`src/rtl/cpu_pkg.sv`:
```
// Shared definitions for the 8-bit five-stage pipeline.
// Holds the opcode constants, the bit positions inside the WB/M/EX
// control bundles, and the register-file data and address widths.
package cpu_pkg;

    localparam int DW = 8;  // register data width
    localparam int AW = 5;  // register address width

    // Opcodes, instr[31:26]
    localparam logic [5:0] OP_RTYPE = 6'b000000;
    localparam logic [5:0] OP_LW    = 6'b100011;
    localparam logic [5:0] OP_SW    = 6'b101011;
    localparam logic [5:0] OP_BEQ   = 6'b000100;
    localparam logic [5:0] OP_BNE   = 6'b000101;
    localparam logic [5:0] OP_ADDI  = 6'b001000;

    // EX bundle bit positions
    localparam int ALUSRC     = 0;
    localparam int ALUOP0     = 1;
    localparam int ALUOP1     = 2;
    localparam int REGDST     = 3;

    // M bundle bit positions
    localparam int MEMWRITE   = 0;
    localparam int MEMREAD    = 1;
    localparam int BRANCHFLIP = 2;
    localparam int BRANCH     = 3;

    // WB bundle bit positions
    localparam int REGWRITE   = 0;
    localparam int MEMTOREG   = 1;

endpackage

```
`src/rtl/reg_file.sv`:
```
// Architectural register file: NREGS x DW, two combinational read ports,
// one write port committing on the rising clock edge.
// r0 is hard-wired to zero. A write being presented in the current cycle
// is forwarded straight to a matching read port, so a reader in ID sees
// the value being written back this cycle.
//
// Ports:
//   clk, rst       clock, asynchronous active-high reset (clears all regs)
//   ra1_i, ra2_i   read addresses
//   rd1_o, rd2_o   read data
//   we_i           write enable
//   wa_i, wd_i     write address and data
module reg_file #(
    parameter int NREGS = 32,
    parameter int DW    = 8
) (
    input  logic                   clk,
    input  logic                   rst,
    input  logic [cpu_pkg::AW-1:0] ra1_i,
    input  logic [cpu_pkg::AW-1:0] ra2_i,
    output logic [DW-1:0]          rd1_o,
    output logic [DW-1:0]          rd2_o,
    input  logic                   we_i,
    input  logic [cpu_pkg::AW-1:0] wa_i,
    input  logic [DW-1:0]          wd_i
);

    logic [DW-1:0] regs_q [NREGS];

    // Reset has priority, so a write presented during reset is dropped.
    always_ff @(posedge clk or posedge rst) begin
        if (rst) begin
            for (int i = 0; i < NREGS; i++) begin
                regs_q[i] <= '0;
            end
        end else if (we_i && (wa_i != '0)) begin
            regs_q[wa_i] <= wd_i;
        end
    end

    logic byp1, byp2;
    assign byp1 = we_i && (wa_i != '0) && (wa_i == ra1_i);
    assign byp2 = we_i && (wa_i != '0) && (wa_i == ra2_i);

    always_comb begin
        rd1_o = '0;
        if (ra1_i != '0) begin
            rd1_o = byp1 ? wd_i : regs_q[ra1_i];
        end
    end

    always_comb begin
        rd2_o = '0;
        if (ra2_i != '0) begin
            rd2_o = byp2 ? wd_i : regs_q[ra2_i];
        end
    end

endmodule

```
`src/rtl/id_stage.sv`:
```
// Instruction-decode stage. Decodes the IF_ID instruction into WB/M/EX
// control bundles, sign-extends the immediate, reads the register file and
// detects load-use hazards. On a hazard the control bundles are zeroed
// (a bubble goes into ID_EX) and stall holds PC and IF_ID for one cycle.
// All outputs are combinational; ID_EX samples them on the next edge.
//
// Ports:
//   clk, rst                 clock, async active-high reset (clears regfile)
//   instr, pcplus4_in        instruction and PC+4 from IF_ID
//   wb_we, wb_addr, wb_data  write-back port from MEM_WB
//   idex_memread, idex_rt    MemRead and rt of the instruction now in EX
//   WB, M, EX                control bundles for ID_EX
//   pcplus4                  PC+4 passthrough
//   read_data1, read_data2   rs / rt register values (with write-through)
//   imm32                    sign-extended instr[15:0]
//   rt, rd                   instr[20:16], instr[15:11]
//   stall                    hold PC and IF_ID this cycle
//   illegal                  opcode not decoded (suppressed during a bubble)
module id_stage #(
    parameter int NREGS = 32,
    parameter int DW    = 8
) (
    input  logic                   clk,
    input  logic                   rst,
    input  logic [31:0]            instr,
    input  logic [31:0]            pcplus4_in,
    input  logic                   wb_we,
    input  logic [cpu_pkg::AW-1:0] wb_addr,
    input  logic [DW-1:0]          wb_data,
    input  logic                   idex_memread,
    input  logic [cpu_pkg::AW-1:0] idex_rt,
    output logic [1:0]             WB,
    output logic [3:0]             M,
    output logic [3:0]             EX,
    output logic [31:0]            pcplus4,
    output logic [DW-1:0]          read_data1,
    output logic [DW-1:0]          read_data2,
    output logic [31:0]            imm32,
    output logic [cpu_pkg::AW-1:0] rt,
    output logic [cpu_pkg::AW-1:0] rd,
    output logic                   stall,
    output logic                   illegal
);

    import cpu_pkg::*;

    logic [5:0]    opcode;
    logic [AW-1:0] rs;

    assign opcode  = instr[31:26];
    assign rs      = instr[25:21];
    assign rt      = instr[20:16];
    assign rd      = instr[15:11];
    assign imm32   = {{16{instr[15]}}, instr[15:0]};
    assign pcplus4 = pcplus4_in;

    reg_file #(
        .NREGS (NREGS),
        .DW    (DW)
    ) u_reg_file (
        .clk   (clk),
        .rst   (rst),
        .ra1_i (rs),
        .ra2_i (rt),
        .rd1_o (read_data1),
        .rd2_o (read_data2),
        .we_i  (wb_we),
        .wa_i  (wb_addr),
        .wd_i  (wb_data)
    );

    // Main decoder.
    logic [1:0] wb_dec;
    logic [3:0] m_dec;
    logic [3:0] ex_dec;
    logic       illegal_dec;
    logic       reads_rt;   // instruction consumes rt as a source operand

    always_comb begin
        wb_dec      = '0;
        m_dec       = '0;
        ex_dec      = '0;
        illegal_dec = 1'b0;
        reads_rt    = 1'b0;
        case (opcode)
            OP_RTYPE: begin
                wb_dec[REGWRITE] = 1'b1;
                ex_dec[REGDST]   = 1'b1;
                ex_dec[ALUOP1]   = 1'b1;
                reads_rt         = 1'b1;
            end
            OP_LW: begin
                wb_dec[REGWRITE] = 1'b1;
                wb_dec[MEMTOREG] = 1'b1;
                m_dec[MEMREAD]   = 1'b1;
                ex_dec[ALUSRC]   = 1'b1;
            end
            OP_SW: begin
                m_dec[MEMWRITE]  = 1'b1;
                ex_dec[ALUSRC]   = 1'b1;
                reads_rt         = 1'b1;
            end
            OP_BEQ: begin
                m_dec[BRANCH]    = 1'b1;
                ex_dec[ALUOP0]   = 1'b1;
                reads_rt         = 1'b1;
            end
            OP_BNE: begin
                m_dec[BRANCH]     = 1'b1;
                m_dec[BRANCHFLIP] = 1'b1;
                ex_dec[ALUOP0]    = 1'b1;
                reads_rt          = 1'b1;
            end
            OP_ADDI: begin
                wb_dec[REGWRITE] = 1'b1;
                ex_dec[ALUSRC]   = 1'b1;
            end
            default: begin
                illegal_dec = 1'b1;
            end
        endcase
    end

    // Load-use hazard: the load in EX targets a register this instruction
    // reads. lw/addi only read rs, so an rt match alone does not stall them.
    assign stall = idex_memread && (idex_rt != '0) &&
                   ((idex_rt == rs) || ((idex_rt == rt) && reads_rt));

    assign WB      = stall ? 2'b00 : wb_dec;
    assign M       = stall ? 4'b0000 : m_dec;
    assign EX      = stall ? 4'b0000 : ex_dec;
    assign illegal = stall ? 1'b0 : illegal_dec;

endmodule

```
`config.mk`:
```
export PLATFORM = sky130hd
export DESIGN_NAME = id_stage
export DESIGN_NICKNAME = d
export VERILOG_FILES = /design/src/rtl/cpu_pkg.sv /design/src/rtl/reg_file.sv /design/src/rtl/id_stage.sv
export SDC_FILE = /design/constraint.sdc
export NUM_CORES = 1
export LEC_CHECK = 0
export ABC_AREA = 1
export CELL_PAD_IN_SITES_DETAIL_PLACEMENT = 1
export CELL_PAD_IN_SITES_GLOBAL_PLACEMENT = 1
export CORE_MARGIN = 3
export CORE_UTILIZATION = 50
export CTS_CLUSTER_SIZE = 30
export DETAILED_ROUTE_END_ITERATION = 6
export DONT_BUFFER_PORTS = 1
export PLACE_DENSITY = 0.92
export SLEW_MARGIN = 20
export SYNTH_ARGS = -nofsm -noshare
export SYNTH_HDL_FRONTEND = slang
export SYNTH_SLANG_ARGS = --single-unit
```
`constraint.sdc`:
```
create_clock -name clk -period 11.6 [get_ports clk]
set_input_delay 1.16 -clock clk [delete_from_list [all_inputs] [get_ports clk]]
set_output_delay 1.16 -clock clk [all_outputs]
set_load 0.1 [all_outputs]
```
* Yosys cells after proc, flatten, opt, wreduce, memory -nomap -nowiden *
Index checks and enable logic that the tools add are counted.

storage, ports and cells
  input port bits = 86
  logic and storage cells = 92
  flip-flop bits (word level) = 256
  output and inout port bits = 102

operators by class
  bitwise operators = 3
  mux-type cells = 26
  $lt $le $gt $ge = 4
  reductions and logical operators = 18
  equality and inequality tests = 9

operators by type and width
  kind                                                                  number
  256-bit bitwise mux                                                   1
  8-bit binary-select mux with 5-bit select                             2
  8-bit two-way mux                                                     9
  8-bit demux with 5-bit select                                         1
  5-bit == test                                                         4
  5-bit nonzero test                                                    4
  6-bit >= comparator, second input constant                            3
  5-bit inverter with 6-bit output                                      3
  6-bit by 3-bit == test with 1-bit output, second input constant       2
  6-bit == test, second input constant                                  2
  1-bit two-way mux                                                     9
  4-bit two-way mux                                                     2
  1-bit logical AND                                                     7
  6-bit by 4-bit == test with 1-bit output, second input constant       1
  6-bit logical NOT                                                     1
  6-bit by 1-bit < comparator with 1-bit output, second input constant  1
  3-bit OR reduction                                                    2
  6-bit OR reduction                                                    1
  2-bit two-way mux                                                     2
  4-bit OR reduction                                                    1
  2-bit OR reduction                                                    1
  1-bit logical OR                                                      1

* Logic depth before layout (Yosys ltp) *
Gate-level depths: netlist (run 1).

  depth in word-level cells = 7
  depth in mapped cells = 14

* Cells and area by module *
Synthesis (run 1) repeated with hierarchy kept, for this count alone.

second synthesis, totals
  cells, all modules = 2,386
  area total of the unflattened synthesis = 15,944.0 um^2

modules (own cells, without submodules)
  module    seq. area each (um^2)  cells each  instances  area each (um^2)
  reg_file  6,406.1                2,238       1          15,013.1
  id_stage  0.0                    148         1          930.9

* Worst setup path before layout (run 1) *
OpenSTA, ideal clock, no wires.

  kind = input to output
  start point = input port instr[21]
  end point = output port EX[3]
  path buffers = 3
  arrival time = 4.673 ns
  cell stages on the path = 10
  slack = 5.767 ns
  path through = buf_2 > buf_2 > xor2_1 > nor2_1 > nand4_1 > o21ai_0 > nand2_1 > clkinv_1 > nor2_1 > buf_4

between the ends
  cells in the longest elaborated chain, start to end = 4

RTL lines
  what               line             source
  from (decl)        id_stage.sv:25   input logic [31:0] instr,
  5-bit == test      id_stage.sv:127  ((idex_rt == rs) || ((idex_rt == rt) && reads_rt));
  1-bit logical OR   id_stage.sv:127
  1-bit logical AND  id_stage.sv:126  assign stall = idex_memread && (idex_rt != '0) &&
  net stall          id_stage.sv:41   output logic stall,
  4-bit two-way mux  id_stage.sv:131  assign EX = stall ? 4'b0000 : ex_dec;
  to (decl)          id_stage.sv:34   output logic [3:0] EX,

The timed path passes the listed nets, and every way through them passes these cells.

* Final worst setup path (run 1) *
  start point = input port instr[16]
  end point = output port read_data2[1]

between the ends
  cells in the longest elaborated chain, start to end = 6

RTL lines
  what                                                    line            source
  5-bit inverter with 6-bit output (not written as such)  reg_file.sv:55  rd2_o = byp2 ? wd_i : regs_q[ra2_i];
  8-bit binary-select mux with 5-bit select               reg_file.sv:55
  8-bit two-way mux (not written as such) (2 in a row)    reg_file.sv:55
  8-bit two-way mux                                       reg_file.sv:55
  8-bit two-way mux *                                     reg_file.sv:54  if (ra2_i != '0) begin
  to (decl)                                               id_stage.sv:37  output logic [DW-1:0] read_data2,

Mark *: on every way between the ends. The rest lies on a longest branch, timed or not. The select of a mux whose other input is x is not followed.

==> metrics.csv, run 1 <==
metric,value,unit
CTS Buffer Depth,3,
height of the die,185,um
Synth Instances,2390,
CTS sink count,256,
Routed WL,61100,um
Worst Setup End Kind,output port,
worst hold-check path type,flip-flop to flip-flop,
MaxCap Viol Count,0,
Placement Cell Area,0.0154,mm^2
Largest regs,u_reg_file.regs_q x256,
DR WL/cell,23.3,um
CTS tree,done,
Rows,65,
number of synthesized register bits,256,
Yosys warnings,0,
CP max FO,133,
status,"complete, no violations",
Final WS setup,6.18,ns
grt total ovfl,0,
IO Pins,188,
die area,0.0344,mm^2
Die X-Extent,185,um
RSZ-0062 raised after global routing,no,
Fin. Hold Viols,0,
Synth cell types,33,
P_leak,7.89,nW
PD cells,177,mW/mm^2
drt pass-1 iters,5,
"Setup violations, final",0,
skew final,0,ns
WP data required,10.44,ns
Via Count,16596,
Detailed Place HPWL,36400,um
# diodes,0,
CP startpoint kind,input pin,
Largest Register,u_reg_file.regs_q,
clock-pin slew on the worst setup and hold paths,0.06,ns
cts repair resizes,0,
routed vias/inst,6.33,
register area share after synthesis,0.398,
VDD IR-drop max,111,uV
maximum operating frequency,0.185,GHz
GPL Wtd Cong,0.915,
clock latency on the worst-skew pair,0.56,ns
post-synthesis cell area,0.0161,mm^2
clock period minus worst slack,5.42,ns
kind of critical path,input pin to output port,
Post-DRT Antenna Nets,0,
share of layout cells above drive strength 1,0.0622,
initial antenna violation count,0,
worst-case headroom to the max-slew limit,0.263,
final period utilization,0.467,
WP data arrival,4.26,ns
max reg flops,256,
R2R depth,2,
Final Cell Area,0.0165,mm^2
setup tns final,0,ns
"Slew Viols, Final",0,
DR iter-0 viols,1681,
pre-CTS setup slack,6.35,ns
H-Tree Depth,1,
gr usage total,0.352,
Initial Util,0.509,
clock root cell,clkbuf_16,
hold depth,0,
Mapped Nets,2476,
DRC,0,
overall power,2.91,mW
largest net degree at the start of global routing,152,
post-layout util,0.521,
Worst-Margin Slew,1.10,ns
"Avg Cell Area, Syn",6.74,um^2
fin nets,2284,
core area,0.0316,mm^2
vias in the first global route,17194,
first-pass GRT wire length,94700,um
CTS Hold Buffers Added,0,
# Post-CTS Setup Buffers,0,
synthesis-to-finish area growth,2.43,%
port bufs,0,
Num CTS Buffers,31,
==> cells in the mapped netlist <==
cell | instances | share of area
clkinv_1 | 3 | 0.00070
nor2_1 | 123 | 0.029
o211ai_1 | 7 | 0.0033
buf_1 | 22 | 0.0051
nor3_1 | 5 | 0.0016
nor2_2 | 7 | 0.0027
nor3_2 | 1 | 0.00062
buf_6 | 12 | 0.0084
nor4_4 | 1 | 0.0013
nor3_4 | 2 | 0.0020
inv_1 | 142 | 0.033
xor2_1 | 7 | 0.0038
o21bai_1 | 10 | 0.0047
a21oi_1 | 97 | 0.030
and2_1 | 1 | 0.00039
dfrtp_1 | 256 | 0.40
nor4_1 | 3 | 0.0012
nand2_1 | 859 | 0.20
buf_8 | 1 | 0.00093
buf_4 | 88 | 0.041
nand4_1 | 7 | 0.0027
nand2_2 | 4 | 0.0016
a21oi_2 | 2 | 0.0011
nand2_4 | 1 | 0.00070
or2_2 | 11 | 0.0043
xnor2_1 | 8 | 0.0044
nand3_1 | 409 | 0.13
clkbuf_1 | 73 | 0.017
buf_2 | 56 | 0.017
o21ai_0 | 159 | 0.049
inv_2 | 3 | 0.00070
nor2_4 | 8 | 0.0056
o21ai_1 | 2 | 0.00062
==> where the power goes <==
part | switching [mW] | internal (mW) | total [mW]
Combinational | 0.445 | 0.214 | 0.659
Sequential | 0.156 | 1.08 | 1.24
Clock | 0.393 | 0.623 | 1.02
==> critical path, stage by stage <==
cell and delay [ns]:
inv_4 0.53, buf_4 0.79, nand2_1 0.14, nand3_1 0.12, nand2_1 0.10, nand2_1 0.07, nand3_1 0.14, nand2_1 0.14
nand2_1 0.06, nand3_1 0.09, nand2_1 0.14, inv_1 0.65
==> logic make-up (layout without fill, tap and decap cells) <==
group,count (synthesis),in the layout,synth area share
buffers and inverters,400,228,0.124
DFF,256,256,0.398
xor gates and xnor gates,15,15,0.00816
and+or+nand+nor,1442,1442,0.381
AOI/OAI and AO/OA,277,277,0.0892
==> layout by cell type, fill, tap and decap left out, drive strengths merged, types with 10 or more instances in the layout <==
cell | netlist | final
nand2 | 864 | 864
nor2 | 138 | 138
or2 | 11 | 11
inv | 145 | 145
nand3 | 409 | 409
dfrtp | 256 | 256
buf | 179 | 27
o21ai | 161 | 161
clkbuf | 73 | 44
a21oi | 99 | 99
o21bai | 10 | 10
==> layer usage <==
metal	vias to the layer above	track usage	routed length (um)
met3	281	0.0838	6750
met2	1030	0.567	27500
met1	8117	0.436	23200
met5	-	0	0
li1	7168	-	-
met4	0	0.197	3680
==> per-stage QoR <==
| step | hold WS (ns) | cells |
|---|---|---|
| 2_1_floorplan | 0.443 | 2390 |
| 3_3_place_gp | 0.381 | 2567 |
| 3_5_place_dp | 0.385 | 2567 |
| 4_1_cts | 0.407 | 2620 |
| 5_1_grt | 0.422 | 2620 |
| 6_report | 0.405 | 2620 |
==> cell type report <==
| class | instances | area (um^2) |
|---|---|---|
| fillers | 4150 | 15100 |
| multi-input cells | 1734 | 7770 |
| flip-flops and latches | 256 | 6410 |
| clock buffers | 44 | 905 |
| inverters | 148 | 567 |
| well taps | 402 | 503 |
| repair buffers | 27 | 206 |
| clock inverters | 9 | 145 |
==> path summary, 6_finish.rpt <==
| kind | slack (ns) | end | start |
|---|---|---|---|
| hold / removal | 0.41 | u_reg_file.regs_q[248]$_DFFE_PP0P_ | u_reg_file.regs_q[248]$_DFFE_PP0P_ |
| hold reg to reg | 0.41 | u_reg_file.regs_q[248]$_DFFE_PP0P_ | u_reg_file.regs_q[248]$_DFFE_PP0P_ |
| max in group asynchronous | 9.65 | u_reg_file.regs_q[19]$_DFFE_PP0P_ | rst |
| min in group asynchronous | 0.60 | u_reg_file.regs_q[232]$_DFFE_PP0P_ | rst |
| setup reg to reg | 10.76 | u_reg_file.regs_q[99]$_DFFE_PP0P_ | u_reg_file.regs_q[99]$_DFFE_PP0P_ |
| setup / recovery | 6.18 | read_data2[1] | instr[16] |
No activity file was read; power rests on OpenSTA's default activity.
==> run 2, diff against run 1 <==
--- a/config.mk
+++ b/config.mk
@@ -5,15 +5,15 @@
 export SDC_FILE = /design/constraint.sdc
 export NUM_CORES = 1
 export LEC_CHECK = 0
-export ABC_AREA = 1
+export ABC_AREA = 0
 export CELL_PAD_IN_SITES_DETAIL_PLACEMENT = 1
 export CELL_PAD_IN_SITES_GLOBAL_PLACEMENT = 1
 export CORE_MARGIN = 3
-export CORE_UTILIZATION = 50
+export CORE_UTILIZATION = 48
 export CTS_CLUSTER_SIZE = 30
 export DETAILED_ROUTE_END_ITERATION = 6
 export DONT_BUFFER_PORTS = 1
-export PLACE_DENSITY = 0.92
+export PLACE_DENSITY = 0.83
 export SLEW_MARGIN = 20
 export SYNTH_ARGS = -nofsm -noshare
 export SYNTH_HDL_FRONTEND = slang
==> constraint.sdc (replaced) <==
create_clock -name clk -period 4.6 [get_ports clk]
set_input_delay 0.46 -clock clk [delete_from_list [all_inputs] [get_ports clk]]
set_output_delay 0.46 -clock clk [all_outputs]
set_load 0.1 [all_outputs]
==> metrics.csv, run 2 <==
metric,value,unit,change
Fin. Hold Viols,9,,+9
placed cell count,1427,,-44%
overall power,6.89,mW,+140%
r2r setup slk,3.74,ns,-7.02 ns
max reg flops,256,,unchanged
routed vias/inst,6.85,,+8.1%
Detailed Place HPWL,30300,um,-17%
CTS tree,done,,
register area share after synthesis,0.420,,+0.0218
Yosys warnings,0,,unchanged
worst hold-check path type,input pin to asynchronous set/reset pin,,
Synth Instances,1196,,-50%
Num CTS Buffers,28,,-9.7%
PD cells,436,mW/mm^2,+150%
Mapped Nets,1282,,-48%
"Slew Viols, Final",0,,unchanged
clock root cell,clkbuf_16,,
Post-DRT Antenna Nets,0,,unchanged
fraction of registers with async set/reset,1.00,,unchanged
post-synthesis cell area,0.0153,mm^2,-5.2%
Largest regs,u_reg_file.regs_q x256,,
RSZ-0062 raised after global routing,no,,
DR WL/cell,31.3,um,+34%
"Avg Cell Area, Syn",12.8,um^2,+89%
IO Pins,188,,unchanged
Post-synth top cells,"dfrtp_1 (256), mux2_2 (225), mux2i_1 (152)",,
fin nets,1147,,-50%
CTS Buffer Depth,3,,unchanged
first-pass GRT wire length,69600,um,-26%
number of synthesized register bits,256,,unchanged
core area,0.0310,mm^2,-2.0%
VDD IR-drop max,247,uV,+120%
setup tns final,0,ns,unchanged
status,finished with violations,,
ranking of synthesized cells by area,"dfrtp_1 (42%), mux2_2 (17%), mux2i_1 (10%)",,
Worst R2R End,u_reg_file.regs_q[240]$_DFFE_PP0P_,,
top-count cell post-synth,dfrtp_1,,
gr usage total,0.269,,-0.0824
synthesis-to-finish area growth,3.53,%,
die area,0.0340,mm^2,-1.2%
Placement Cell Area,0.0149,mm^2,-3.8%
Layout Cells excl Fill,1476,,-44%
# Post-CTS Setup Buffers,0,,unchanged
clock period minus worst slack,3.28,ns,
Worst-Margin Slew,1.08,ns,-0.0158 ns
kind of critical path,input pin to output port,,
GPL Wtd Cong,0.946,,+3.4%
Synth cell types,56,,+70%
# diodes,0,,unchanged
P_leak,6.86,nW,-13%
skew final,0,ns,unchanged
maximum operating frequency,0.305,GHz,
Worst Setup End Kind,output port,,
drt pass-1 iters,5,,unchanged
largest net degree at the start of global routing,85,,-44%
Crit. Startpoint,wb_addr[2],,
Final WS setup,1.32,ns,-4.86 ns
WP data arrival,2.82,ns,-1.44 ns
vias in the first global route,10604,,-38%
share of layout cells above drive strength 1,0.350,,+0.288
CTS sink count,256,,unchanged
initial antenna violation count,0,,unchanged
clock-pin slew on the worst setup and hold paths,0.07,ns,about the same
final period utilization,0.713,,
largest area contributor in the netlist,dfrtp_1,,
Worst setup endpoint,read_data1[7],,
H-Tree Depth,1,,unchanged
height of the die,184,um,-0.60%
Largest Register,u_reg_file.regs_q,,
port bufs,0,,unchanged
"Setup violations, final",0,,unchanged
hold_ws,-0.0162,ns,-0.421 ns
CTS Hold Buffers Added,0,,unchanged
CP startpoint kind,input pin,,
R2R depth,1,,-1
Final Cell Area,0.0158,mm^2,-4.2%
failing checks,hold timing,,
Rows,64,,-1.5%
Routed WL,46200,um,-24%
cts repair resizes,0,,unchanged
most frequent cells in the layout,"dfrtp_1 (256), mux2_2 (225), mux2i_1 (152)",,
number of synthesized flops with an enable pin,0,,unchanged
Initial Util,0.493,,-0.0164
clock latency on the worst-skew pair,0.55,ns,about the same
DR iter-0 viols,964,,-43%
Via Count,10107,,-39%
grt total ovfl,0,,unchanged
worst-case headroom to the max-slew limit,0.276,,+0.0134
area share of the largest cell type after synthesis,0.420,,+0.0218
Worst R2R Start,u_reg_file.regs_q[240]$_DFFE_PP0P_,,
ys flop type,dfrtp_1,,
Die X-Extent,184,um,-0.60%
CP max FO,13,,-90%
pre-CTS setup slack,1.36,ns,-4.99 ns
WP data required,4.14,ns,-6.30 ns
MaxCap Viol Count,0,,unchanged
DRC,0,,unchanged
"most common cell after layout, fill and taps aside",dfrtp_1,,
## run 2: cell types whose count changed after synthesis, sizes merged, moves of 33 or more
| cell | before | now |
|---|---|---|
| inv | 145 | 2 |
| o21ai | 161 | 3 |
| buf | 179 | 143 |
| nand3 | 409 | 8 |
| a21oi | 99 | 3 |
| nor2 | 138 | 38 |
| clkbuf | 73 | 40 |
| nand2 | 864 | 30 |
| o22ai | 0 | 57 |
| mux4 | 0 | 56 |
| mux2 | 0 | 263 |
| mux2i | 0 | 152 |
## run 2: cell type report
cell class | count | area (um^2)
Inverter | 2 | 11.3
Clock inverter | 11 | 136
Tap cell | 396 | 495
Multi-Input combinational cell | 755 | 7700
Fill cell | 2991 | 15200
Timing Repair Buffer | 18 | 248
Sequential cell | 256 | 6410
Clock buffer | 38 | 810
## run 2: critical path, cell delays in order
cell and delay [ns]:
or2_1 0.33, o41ai_2 0.36, nor4_2 0.10, buf_4 0.19
nor2_1 0.45, a22o_1 0.91
## run 2: stage by stage
step / hold slack, ns / util
after floorplan: 0.441 / -
after global placement: 0.380 / 0.480
after detailed placement: 0.391 / 0.480
after CTS: 0.00207 / 0.510
after global routing: 0.0432 / 0.510
final: -0.0162 / 0.510
## run 2: power by group
group / leakage (nW) / switching [mW] / total [mW] / internal (mW)
clock: 0.469 / 0.946 / 2.34 / 1.39
combinational: 3.11 / 0.786 / 1.52 / 0.736
sequential: 3.28 / 0.354 / 3.03 / 2.68
total: 6.86 / 2.09 / 6.89 / 4.81
## run 2: cell families (layout without fill, tap and decap cells)
kind of cell,after synthesis,after routing,share of synthesized area
muxes,471,471,0.377
buffers and inverters,185,69,0.0823
xor gates and xnor gates,20,20,0.0120
and+or+nand+nor,140,140,0.0507
AOI/OAI and AO/OA,124,124,0.0588
DFF,256,256,0.420
## run 2: how the worst min path moves through the flow
stage	startpoint	to	slack, ns	cells after the start
after global placement	u_reg_file.regs_q[254]$_DFFE_PP0P_	u_reg_file.regs_q[254]$_DFFE_PP0P_	0.38	0
final	rst	u_reg_file.regs_q[79]$_DFFE_PP0P_	-0.02	1
after detailed placement	u_reg_file.regs_q[255]$_DFFE_PP0P_	u_reg_file.regs_q[255]$_DFFE_PP0P_	0.39	0
after CTS	rst	u_reg_file.regs_q[79]$_DFFE_PP0P_	0.002	1
after floorplan	u_reg_file.regs_q[254]$_DFFE_PP0P_	u_reg_file.regs_q[254]$_DFFE_PP0P_	0.44	1
after global routing	wb_data[2]	u_reg_file.regs_q[114]$_DFFE_PP0P_	0.04	1
## run 2: metal layers
| metal | up-vias | GRT usage | wire [um] |
|---|---|---|---|
| li1 | 4141 | - | - |
| met3 | 131 | 0.0705 | 4320 |
| met4 | 0 | 0.107 | 2120 |
| met1 | 5326 | 0.353 | 18200 |
| met2 | 509 | 0.430 | 21500 |
| met5 | - | 0 | 0 |
